$ cat config.mk
export PLATFORM = sky130hd
export DESIGN_NAME = psg_filter_seq
export DESIGN_NICKNAME = d
export VERILOG_FILES = /design/src/rtl/psg_pkg.sv /design/src/rtl/psg_slot_counter.sv /design/src/rtl/psg_filter_seq.sv
export SDC_FILE = /design/constraint.sdc
export NUM_CORES = 1
export LEC_CHECK = 0
export CAP_MARGIN = 20
export CORE_ASPECT_RATIO = 1.2
export CORE_MARGIN = 2
export CORE_UTILIZATION = 45
export DETAILED_ROUTE_END_ITERATION = 12
export GPL_TIMING_DRIVEN = 0
export MAX_ROUTING_LAYER = met4
export PLACE_DENSITY = 0.82
export SLEW_MARGIN = 25
export SYNTH_ARGS = -nofsm -noshare
export SYNTH_HDL_FRONTEND = slang
export SYNTH_SLANG_ARGS = --single-unit
$ cat constraint.sdc
create_clock -name clk -period 5.35 [get_ports clk]
set_input_delay 1.07 -clock clk [delete_from_list [all_inputs] [get_ports clk]]
set_output_delay 1.07 -clock clk [all_outputs]
set_load 0.02 [all_outputs]
$ cat src/rtl/psg_pkg.sv
// Shared constants and types for the PSG filter sequencer.
package psg_pkg;

  // Default filter geometry: one MAC slot per tap, clocks per output sample.
  localparam int TAPS_DEF   = 16;
  localparam int PERIOD_DEF = 256;

  // Datapath widths.
  localparam int CNT_W  = 8;
  localparam int ADR_W  = 4;
  localparam int COEF_W = 13;

  // Coefficient write path: IDLE accepts a host request, PEND waits for the
  // MAC window to close, WRITE is the single cycle in which wr is high.
  typedef enum logic [1:0] {
    IDLE  = 2'd0,
    PEND  = 2'd1,
    WRITE = 2'd2
  } wr_state_t;

endpackage

$ cat src/rtl/psg_slot_counter.sv
// MAC slot counter. Counts 0..PERIOD-1 while enabled. When disabled it still
// finishes an open MAC window (cnt < TAPS) and then freezes at TAPS.
module psg_slot_counter
  import psg_pkg::*;
#(
  parameter int TAPS   = TAPS_DEF,
  parameter int PERIOD = PERIOD_DEF
) (
  input  logic             clk,
  input  logic             rst,
  input  logic             en_i,
  output logic [CNT_W-1:0] cnt_o,
  output logic [CNT_W-1:0] cnt_next_o
);

  localparam logic [CNT_W-1:0] LAST   = CNT_W'(PERIOD - 1);
  localparam logic [CNT_W-1:0] TAPS_C = CNT_W'(TAPS);
  localparam logic [CNT_W-1:0] ONE    = CNT_W'(1);

  logic [CNT_W-1:0] cnt_q;
  logic [CNT_W-1:0] cnt_d;
  logic             advance;

  // Next count: advance when enabled or when a MAC window is still open.
  always_comb begin
    advance = en_i || (cnt_q < TAPS_C);
    cnt_d   = cnt_q;
    if (advance) begin
      cnt_d = (cnt_q == LAST) ? '0 : (cnt_q + ONE);
    end
  end

  // Counter register; reset parks on the last slot so the first counted
  // cycle after reset is slot 0.
  always_ff @(posedge clk) begin
    if (rst) begin
      cnt_q <= LAST;
    end else begin
      cnt_q <= cnt_d;
    end
  end

  assign cnt_o      = cnt_q;
  assign cnt_next_o = cnt_d;

endmodule

$ cat src/rtl/psg_filter_seq.sv
// PSG filter sequencer: slot counter plus a host coefficient write path that
// only writes the filter outside its MAC window.
//
// Host handshake: a request transfers on a rising clk edge where cfg_valid and
// cfg_ready are both high; cfg_adr/cfg_dat are sampled on that edge only.
// cfg_ready does not depend on cfg_valid, and the host must hold its request
// stable until it transfers.
module psg_filter_seq
  import psg_pkg::*;
#(
  parameter int TAPS   = TAPS_DEF,
  parameter int PERIOD = PERIOD_DEF
) (
  input  logic              clk,
  input  logic              rst,
  input  logic              en,
  input  logic              cfg_valid,
  output logic              cfg_ready,
  input  logic [ADR_W-1:0]  cfg_adr,
  input  logic [COEF_W-1:0] cfg_dat,
  output logic [CNT_W-1:0]  cnt,
  output logic              wr,
  output logic [ADR_W-1:0]  adr,
  output logic [COEF_W-1:0] din,
  output logic              sample_stb,
  output logic              mac_busy,
  output wr_state_t         dbg_state
);

  localparam logic [CNT_W-1:0] TAPS_C = CNT_W'(TAPS);

  logic [CNT_W-1:0]  cnt_next;
  logic              safe_next;
  logic              accept;

  wr_state_t         state_q, state_d;
  logic [ADR_W-1:0]  hold_adr_q, hold_adr_d;
  logic [COEF_W-1:0] hold_dat_q, hold_dat_d;
  logic              wr_q, wr_d;
  logic [ADR_W-1:0]  adr_q, adr_d;
  logic [COEF_W-1:0] din_q, din_d;

  psg_slot_counter #(
    .TAPS   (TAPS),
    .PERIOD (PERIOD)
  ) u_slot_counter (
    .clk        (clk),
    .rst        (rst),
    .en_i       (en),
    .cnt_o      (cnt),
    .cnt_next_o (cnt_next)
  );

  // The cycle after the coming edge lies outside the MAC window.
  assign safe_next  = (cnt_next >= TAPS_C);
  assign sample_stb = (cnt == '0);
  assign mac_busy   = (cnt < TAPS_C);

  // Only IDLE accepts; reset forces ready low combinationally.
  assign cfg_ready = (state_q == IDLE) && !rst;
  assign accept    = cfg_valid && cfg_ready;

  // State and output registers; reset drops any pending write.
  always_ff @(posedge clk) begin
    if (rst) begin
      state_q    <= IDLE;
      hold_adr_q <= '0;
      hold_dat_q <= '0;
      wr_q       <= 1'b0;
      adr_q      <= '0;
      din_q      <= '0;
    end else begin
      state_q    <= state_d;
      hold_adr_q <= hold_adr_d;
      hold_dat_q <= hold_dat_d;
      wr_q       <= wr_d;
      adr_q      <= adr_d;
      din_q      <= din_d;
    end
  end

  // Next state: go straight to WRITE when the next cycle is already safe,
  // otherwise wait in PEND until it is.
  always_comb begin
    state_d = state_q;
    case (state_q)
      IDLE: begin
        if (accept) begin
          state_d = safe_next ? WRITE : PEND;
        end
      end
      PEND: begin
        if (safe_next) begin
          state_d = WRITE;
        end
      end
      WRITE: begin
        state_d = IDLE;
      end
      default: begin
        state_d = IDLE;
      end
    endcase
  end

  // Hold-register capture and registered strobe/address/data for the filter.
  always_comb begin
    hold_adr_d = hold_adr_q;
    hold_dat_d = hold_dat_q;
    wr_d       = 1'b0;
    adr_d      = adr_q;
    din_d      = din_q;
    if (accept) begin
      hold_adr_d = cfg_adr;
      hold_dat_d = cfg_dat;
    end
    if (state_d == WRITE) begin
      wr_d = 1'b1;
      if (state_q == IDLE) begin
        adr_d = cfg_adr;
        din_d = cfg_dat;
      end else begin
        adr_d = hold_adr_q;
        din_d = hold_dat_q;
      end
    end
  end

  assign wr        = wr_q;
  assign adr       = adr_q;
  assign din       = din_q;
  assign dbg_state = state_q;

endmodule
After elaboration in Yosys (flattened, before gate mapping):

Index checks and enable logic that the tools add are counted.

* word-level logic and storage cells: 28
* flip-flop bits (word level): 45
* input port bits: 21

* mux-type cells: 9
* reductions and logical operators: 6
* add/subtract/negate cells: 1
* eq/ne operators: 3
* $lt $le $gt $ge: 2

Operators by type and width (count)
* 8-bit 2-to-1 mux: 2
* 13-bit 2-to-1 mux: 1
* 8-bit by 1-bit adder with 8-bit output, second input constant: 1
* 8-bit equality test, second input constant: 1
* 8-bit by 5-bit >= comparator with 1-bit output, second input constant: 1
* 8-bit logical NOT: 1
* 8-bit by 5-bit less-than comparator with 1-bit output, second input constant: 1
* 2-bit 2-to-1 mux: 3
* 4-bit 2-to-1 mux: 1
* 2-bit one-hot mux with 2 select lines: 1
* 2-bit by 1-bit equality test with 1-bit output, second input constant: 1
* 2-bit equality test, second input constant: 1
* 1-bit logical AND: 2
* 2-bit logical NOT: 1
* 1-bit logical NOT: 1
* 1-bit logical OR: 1
* 1-bit 2-to-1 mux: 1

Logic depth before layout (Yosys ltp):

* word-level depth: 9
* mapped depth: 8

Modules after synthesis:

Synthesis repeated with hierarchy kept, for this count alone.

* cells, all modules: 251
* area, all modules: 2321.0 um2

By module, submodules not included
* psg_filter_seq: cells an instance 185, seq. area each 740.7 um2, area an instance 1784.2 um2, instances 1
* psg_slot_counter: cells an instance 66, seq. area each 160.2 um2, area an instance 536.8 um2, instances 1

Worst setup path after synthesis:

No wires, ideal clock.

* path type: input-to-output
* start point: input rst
* end point: output cfg_ready
* stages on the path: 2
* data required time: 4280 ps
* slack: 2576 ps
* arrival time: 1704 ps
* path buffers: 1
* cell sequence: clkbuf_1 > nor3_1

* longest elaborated chain between the ends: 2

Ends and longest elaborated chain
* start, declared: RTL line psg_filter_seq.sv:15 `input logic rst,`
* 1-bit logical NOT: RTL line psg_filter_seq.sv:60 `assign cfg_ready = (state_q == IDLE) && !rst;`
* 1-bit logical AND: RTL line psg_filter_seq.sv:60
* end, declared: RTL line psg_filter_seq.sv:18 `output logic cfg_ready,`

Every way passes these cells.

Worst setup path in the final report:

Same ends and word-level chain as after synthesis.

==> key figures <==
Outcome
  • Status: complete, no violations

Cells and area
  • P&R area growth vs syn: 28.3%
  • Commonest non-fill, non-tap cell in the layout: clkdlybuf4s50_1
  • Antenna cells: 0
  • Finished Layout Cells: 410
  • # fillers: 457
  • Final Net Count: 372
  • Design Area, Final: 0.00294 sq mm
  • Commonest cells after routing, fill and taps aside: clkdlybuf4s50_1, dfxtp_1, inv_1, a21oi_1, nor2_1
  • Layout cells sized above 1: 0.0743

CTS
  • Worst skew pair latency: 0.31 ns
  • H-tree depth: 2
  • Post-CTS setup buffers: 0
  • CTS Buf Count: 5
  • Clock-pin slew of the registers on the worst-case setup and hold paths: 0.08 ns
  • Root Driver: clkbuf_8
  • CTS tree: yes
  • CTS max path bufs: 2
  • Resize count post-CTS: 0
  • Hold buffer count at cts: 0
  • Num Clock Sinks: 45

GRT
  • Largest net degree at the start of global routing: 14
  • Vias in the first global route: 2,143
  • Global-route usage over all layers: 0.213
  • Initial antenna violation count: 0
  • First-pass GRT wire length: 9530 microns
  • Grt ovf: 0

Critical path
  • Cell count along the critical path: 3
  • Worst r2r dst: din[9]$_SDFFE_PP0N_
  • WP buf/inv: 2
  • Arr. time, crit path: 2.08 ns
  • Worst Setup End Kind: primary output
  • R2R cell count: 7
  • WP data required: 4.28 ns
  • Critical Path Fanout Max: 7
  • Slowest CP cell: clkdlybuf4s50_1
  • Element type at the critical path start: input port
  • R2r setup slk: 3.26 ns
  • R2r startpoint: u_slot_counter.cnt_o[0]$_SDFF_PP1_
  • Worst setup endpoint: cfg_ready
  • CP peak stage delay: 0.65 ns
  • Crit-path cells: clkbuf_1 > nor3_1 > clkdlybuf4s50_1
  • CP startpoint: rst
  • Crit path max-delay family: buffers and inverters
  • Crit Path Category: in -> out

Route
  • Final wirelength: 5670 microns
  • DR WL/cell: 13.8 microns
  • DRC: 0
  • Number of DRC markers in iteration 0: 93
  • Vias: 2,231
  • Detail Route Antenna Nets: 0
  • Post-DR vias/cell: 5.44
  • Detailed Routing Iterations Pass 1: 4

Synth
  • Ranking of synthesized cells by area: dfxtp_1, a21oi_1, o32ai_1
  • Post-synthesis sequential area ratio: 0.393
  • Top cell type by total area after synthesis: dfxtp_1
  • Ys async rst share: 0
  • Post-synth cell types: 39
  • Syn Nets: 316
  • Warnings, synthesis: 0
  • Number of synthesized flops with an enable pin: 0
  • Yosys reg bits: 45
  • Syn Inst Count: 293
  • Synth Flop Type: dfxtp_1
  • Yosys top cell area share: 0.393
  • Post-Syn Area per Cell: 7.83 sq um
  • Synthesized area: 0.00229 sq mm

Timing
  • Minimum clock period: 3.15 ns
  • Worst-Margin Slew: 0.528 ns
  • Final Skew: 0.00226 ns
  • Max frequency: 317 MHz
  • Final hold vios: 0
  • Relative slew slack: 0.646
  • Unrepaired setup endpoints after global routing: false
  • Setup-failing EPs final: 0
  • Final Max Slew Viols: 0
  • Final period util: 0.589
  • Min Hold Slack: 0.480 ns
  • Sum Neg Setup Slack: 0 ns

Place
  • Placed cells: 402
  • Input/output buffers: 49
  • GP Congestion: 0.818
  • Dpl hpwl: 4110 microns
  • Dpl cell area: 0.00286 sq mm

Pwr
  • PD cells: 326 mW/mm^2
  • Pwr Total: 0.960 mW
  • Leak Pwr: 1.17 nW
  • Peak supply drop: 0.000165 V

Die
  • Initial Utilization: 0.464
  • Rows: 28
  • Die Height: 82.2 microns
  • Chip Width: 69.2 microns
  • Die area: 0.00569 sq mm
  • IO Count: 52
  • Core Box Area: 0.00494 sq mm

Flow run
  • Max Cap Viol: 0

Hold path
  • HP Class: reg -> reg
## cell families (layout without fill, tap and decap cells)
kind of cell | count (synthesis) | after routing | synth area share
xor+xnor | 2 | 2 | 0.00764
simple gates | 99 | 99 | 0.226
flops | 45 | 45 | 0.393
buf+inv | 58 | 115 | 0.105
compound gates | 87 | 87 | 0.258
fa+ha+maj | 2 | 2 | 0.0109
## worst min-delay path, cell delays in order (launching register included)
cell	delay, ns
dfxtp_1	0.32
nand2b_1	0.06
o21ai_0	0.06
## where the power goes
part | switching [mW] | total (mW) | internal (mW)
Sequential | 0.0417 | 0.425 | 0.384
Combinational | 0.171 | 0.324 | 0.152
Clock | 0.120 | 0.211 | 0.0908
Total | 0.333 | 0.960 | 0.627
## worst min path at each step
| stage | startpoint | to | slack, ns | cells past startpoint |
|---|---|---|---|---|
| 2_1_floorplan | hold_dat_q[0]$_SDFFE_PP0P_ | hold_dat_q[0]$_SDFFE_PP0P_ | 0.45 | 2 |
| 3_3_place_gp | hold_dat_q[10]$_SDFFE_PP0P_ | hold_dat_q[10]$_SDFFE_PP0P_ | 0.46 | 2 |
| 3_5_place_dp | hold_dat_q[6]$_SDFFE_PP0P_ | hold_dat_q[6]$_SDFFE_PP0P_ | 0.47 | 2 |
| 4_1_cts | hold_dat_q[6]$_SDFFE_PP0P_ | hold_dat_q[6]$_SDFFE_PP0P_ | 0.48 | 2 |
| 5_1_grt | hold_adr_q[2]$_SDFFE_PP0P_ | hold_adr_q[2]$_SDFFE_PP0P_ | 0.50 | 2 |
| 6_report | hold_adr_q[2]$_SDFFE_PP0P_ | hold_adr_q[2]$_SDFFE_PP0P_ | 0.48 | 2 |
## cell usage after synthesis (all sizes together), types with 3 or more instances
master / n
buf: 5
dfxtp: 45
clkbuf: 17
a21oi: 37
o21ai: 20
nor3: 23
nand2: 21
o32ai: 17
and3: 3
nand2b: 19
a211o: 5
inv: 36
nor2: 23
## state kept, by name (all words and copies together), names as in the netlist
signal	cells
din	13
adr	4
u_slot_counter.cnt_o	8
dbg_state	2
wr	1
hold_adr_q	4
hold_dat_q	13
## per-stage QoR
| stage | setup slack [ns] | utilization |
|---|---|---|
| floorplan | 2.58 | - |
| global placement | 2.16 | 0.579 |
| detailed placement | 2.17 | 0.579 |
| CTS | 2.17 | 0.595 |
| global route | 2.12 | 0.595 |
| finish | 2.20 | 0.595 |
## per-layer routing
layer  share of wire  vias up  track usage
met1            0.43     1037        0.246
met2            0.51       71        0.370
li1                -     1111            -
met3           0.043       12       0.0388
met4           0.020        0       0.0863
met5               0        -            -
## final cells by class
class | instances | area [sq um] | area share
flip-flops and latches | 45 | 901 | 0.306
multi-input cells | 190 | 1150 | 0.391
repair buffers | 49 | 490 | 0.167
plain buffers | 22 | 106 | 0.0362
well taps | 60 | 75.1 | 0.0255
inverters | 36 | 135 | 0.0459
clock buffers | 6 | 72.6 | 0.0247
clock inverters | 2 | 10.0 | 0.00340
Power figures use the tool's default switching activity.
==> RTL change 1, RTL diff (config.mk and constraints unchanged) <==
Take the reset off `din_q` and load it in a clocked block of its own.
--- a/src/rtl/psg_filter_seq.sv
+++ b/src/rtl/psg_filter_seq.sv
@@ -69,5 +69,4 @@
       wr_q       <= 1'b0;
       adr_q      <= '0;
-      din_q      <= '0;
     end else begin
       state_q    <= state_d;
@@ -76,6 +75,9 @@
       wr_q       <= wr_d;
       adr_q      <= adr_d;
-      din_q      <= din_d;
     end
+  end
+
+  always_ff @(posedge clk) begin
+    din_q <= din_d;
   end
 
Formal check against the unedited RTL: differs if rst is asserted again (counterexample within 4 cycles, from zero or initial values and one cycle with rst high); with rst held inactive, the same outputs for 10 cycles.
==> RTL change 1 against the unedited design <==
Combinational power fell by 42%. Synthesized area fell by 10%. Cell area fell by 7.4%. Total power fell by 17%. Clock skew rose by 0.0046 ns. Count of clock-buffer cells in the layout fell by 1. Sequential power fell by 5.6%. Sequential cell count did not move. Routed wire length fell by 25%. Maximum frequency fell by 2.1%. Via count fell by 27%. Setup slack got worse by 0.066 ns. Largest power group unchanged.
==> RTL change 1: results (changes against the unedited design) <==
- Status: completed
- Drt total wl: 4224 um (-25%)
- Met1 WL: 1783 um (-27%)
- Worst-case reg-to-reg path depth: 6 (-1)
- Top cells by count, synth: dfxtp_1, nand2_1, nand2b_1
- Delay of the slowest critical-path stage: 0.80 ns (+0.15 ns)
- Synth area leaders: dfxtp_1, edfxtp_1, nand2b_1
- CP delay by family, top: compound AO/OA/AOI/OAI gates
- HPWL after DPL: 3060 um (-26%)
- Via density: 5.159 (-5.2%)
- Wire per inst: 13.41 um (-3.0%)
- Worst-skew pair later-pin latency: 0.30 ns
- Port Buf Inserts: 50 (+2.0%)
- Post-synth EDFFs: 13 (+13)
- Clock slew at reported path FFs: 0.08 ns (about the same)
- Final ANT Viol Nets: 0 (unchanged)
- Met2 WL: 2156 um (-25%)
- RR Endpoint: din[3]
- CP Max Fanout: 17 (+10)
- Place WS: 1.793 ns (-0.3801 ns)
- Post-Synthesis Net Count: 224 (-29%)
- Internal: 565.4 uW (-9.8%)
- Pin count of the biggest net entering global routing: 18 (+4)
- Mapped Cells: 201 (-31%)
- Slew margin rel.: 41.21% (-23 points)
- WHS: 0.4796 ns (-0.000007000 ns)
- Final-stage net count: 281 (-24%)
- Placed Cells: 307 (-24%)
- Min-delay src: hold_dat_q[6]
- CP max stage cell: a211oi_4
- GPL Wtd Cong: 0.7914 (-3.3%)
- Reg2Reg Setup Slack: 2.92 ns (-0.34 ns)
- Layout cells sized above 1: 14.67% (+7.2 points)
- Hold EP: hold_dat_q[6]
- Vias in the first global route: 1655 (-23%)
- Total GRT Usage: 18.62% (-2.7 points)
- Synth warnings: 0 (unchanged)
- Max VDD drop: 231.9 uV (+40%)
- Sequential share of the synthesized area: 50.15% (+11 points)
- Yosys cell types: 36 (-7.7%)
- Worst min path class: register to register
- First-pass GRT wire length: 7300 um (-23%)
- 1st-iter DRT viols: 166 (+78%)
- WP data arrival: 3.14 ns (+1.06 ns)
- P_leak: 1.032 nW (-12%)
- Clock skew: 0.006887 ns (+0.004622 ns)
- WL met3: 236 um (-2.1%)
[RTL change 1: changes by cell type after synthesis, moves of 3 or more]
cell / delta
dfxtp_1: -13
o32ai_1: -13
clkbuf_1: -10
nor3_1: -17
nor2_1: -12
inv_1: -34
nand2_1: +6
mux2_2: +13
a21oi_1: -30
edfxtp_1: +13
nand4_1: +3
nand2b_1: +5
clkbuf_8: +4
[RTL change 1: per-stage QoR]
| step | util (%) | power [mW] | area (sq um) |
|---|---|---|---|
| 6_report | 62.96 | 0.7984 | 2724 |
| 5_1_grt | 62.96 | 0.8404 | 2724 |
| 4_1_cts | 62.96 | 0.8062 | 2724 |
| 3_5_place_dp | 60.87 | 0.5960 | 2634 |
| 3_3_place_gp | 60.70 | 0.5901 | 2626 |
| 2_1_floorplan | - | 0.5223 | 2056 |
[RTL change 1: worst max path at each step]
| stage | from | endpoint | slack [ns] |
|---|---|---|---|
| after floorplan | rst | din[0] | 2.02 |
| after global placement | en | adr[2] | 1.47 |
| after detailed placement | en | din[10] | 1.79 |
| after CTS | en | din[3] | 2.10 |
| after global routing | en | adr[2] | 1.95 |
| final | en | din[3] | 2.13 |
[RTL change 1: metal layers]
layer	GRT usage, %	up-vias
met1	21.47	754
li1	-	821
met4	5.417	0
met3	5.731	4
met2	31.01	46
met5	-	-
[RTL change 1: final cells by class]
class | count | area, sq um
buffer | 14 | 105.1
sequential | 45 | 1031
clock buffer | 5 | 68.82
fill | 349 | 1603
clock inverter | 3 | 21.27
inverter | 2 | 7.507
timing repair buffer | 50 | 500.5
tap | 56 | 70.07
multi-input combinational | 140 | 919.6
[RTL change 1: cells by family (layout without fill, tap and decap cells)]
kind of cell	count (synthesis)	in the layout	share of synthesized area [%]
AOI/OAI and AO/OA	42	42	14.36
xor gates and xnor gates	3	3	1.278
adders and majority gates	2	2	1.217
buffers and inverters	16	74	5.478
DFF	45	45	50.15
muxes	13	13	7.121
and+or+nand+nor	80	80	20.39
[RTL change 1: worst register-to-register path, cell delays in order, from the launching register on]
cell	delay [ns]
dfxtp_1	0.44
ha_1	0.25
and3_1	0.16
buf_2	0.15
a211o_1	0.17
a221oi_4	0.10
a211oi_4	0.80
[RTL change 1: power by group through the flow]
stage               logic, mW  clock network (mW)  registers [mW]
finish                  0.187               0.210           0.401
global route            0.205               0.230           0.405
CTS                     0.188               0.217           0.401
detailed placement      0.187                   0           0.409
global placement        0.183                   0           0.408
floorplan              0.0958                   0           0.426
==> RTL change 2, RTL diff (same flow settings) <==
Made on the original files. `CNT_W`: 8 -> 10.
--- a/src/rtl/psg_pkg.sv
+++ b/src/rtl/psg_pkg.sv
@@ -7,5 +7,5 @@
 
   // Datapath widths.
-  localparam int CNT_W  = 8;
+  localparam int CNT_W  = 10;
   localparam int ADR_W  = 4;
   localparam int COEF_W = 13;
Ports: changed (resized cnt); port bits go from 52 to 54. The function was not compared with the original's and may differ.
==> RTL change 2 against the unedited design <==
Synthesized area rose by 2.0%. Die area rose by 1.9%. First-iteration DRC count is 13% higher. Count of clock-buffer cells in the layout unchanged. Setup slack worse by 0.50 ns. Routed wire length is 0.44% lower. Cell area is 3.4% higher. Total power shrank 10%. Critical endpoint unchanged. Largest cell class unchanged. Sequential cell count increased by 2. Critical path depth unchanged.
==> RTL change 2: results (changes against the unedited design) <==
- Port Buf Inserts: 53 (+8.2%)
- Met2 WL: 2736 um (-4.6%)
- Multi-Input Combinational: 178 (-6.3%)
- Sequential share of the synthesized area: 40.24% (+0.96 points)
- WL met3: 311 um (+29%)
- Worst-case reg-to-reg path depth: 8 (+1)
- Wire per inst: 14.04 um (+1.5%)
- M3 GR Usage: 4.490% (+0.61 points)
- Status: completed
- ClkCell Share: 3.248% (+0.44 points)
- Switching Fraction: 31.87% (-2.8 points)
- Top cells by count, synth: dfxtp_1, nor2_1, inv_1
- GPL Wtd Cong: 0.8324 (+1.7%)
- Clock tree sinks: 47 (+4.4%)
- Max VDD drop: 170.6 uV (+3.2%)
- Vias in the first global route: 2005 (-6.4%)
- Pin count of the biggest net entering global routing: 16 (+2)
- HPWL after DPL: 4052 um (-1.5%)
- Yosys cell types: 42 (+7.7%)
- Place WS: 1.738 ns (-0.4347 ns)
- Invs w/o clock: 38 (+5.6%)
- Multi-input gate area: 1162 sq um (+0.98%)
- Met1 Track Usage GR: 25.15% (+0.54 points)
- Placed Cells: 394 (-2.0%)
- Met1 WL: 2486 um (+1.7%)
- Reg2Reg Setup Slack: 2.60 ns (-0.66 ns)
- CP Max Fanout: 4 (-3)
- Hold EP: din[4]
- Drt total wl: 5643 um (-0.44%)
- Avg Cell Area, Syn: 8.322 sq um (+6.3%)
- Area of all placed cells without fillers: 3043 sq um (+3.4%)
- Signal buf overhead: 20.48% (+0.19 points)
- Post-Synthesis Net Count: 304 (-3.8%)
- Measured slew at the worst slew-check pin: 0.6782 ns (+0.1500 ns)
- # fillers: 458 (+0.22%)
- P_leak: 1.159 nW (-1.0%)
- Delay of the slowest critical-path stage: 0.69 ns (+0.04 ns)
- Clock slew at reported path FFs: 0.10 ns (+0.02 ns)
- Register area: 940.9 sq um (+4.4%)
- Total GRT Usage: 19.97% (-1.3 points)
[RTL change 2: changes by cell type after synthesis, moves of 17 or more]
| cell | before | now |
|---|---|---|
| a221oi_2 | 0 | 17 |
| nor2_1 | 23 | 45 |
| nor3_1 | 21 | 4 |
| nand2b_1 | 19 | 1 |
| o31ai_1 | 0 | 17 |
[RTL change 2: power groups by stage]
| stage | combinational (mW) | clock, mW | sequential (mW) |
|---|---|---|---|
| 6_report | 0.227 | 0.233 | 0.399 |
| 3_5_place_dp | 0.227 | 0 | 0.407 |
| 5_1_grt | 0.245 | 0.253 | 0.404 |
| 4_1_cts | 0.228 | 0.238 | 0.399 |
| 2_1_floorplan | 0.122 | 0 | 0.427 |
| 3_3_place_gp | 0.221 | 0 | 0.406 |
[RTL change 2: cells by family after synthesis]
group           after synthesis  share of synthesized area, %
simple gates                100                         20.71
compound gates               72                         26.38
buf+inv                      56                         10.06
flops                        47                         40.24
xor+xnor                      3                         1.124
fa+ha+maj                     2                         1.070
mux                           1                        0.4281
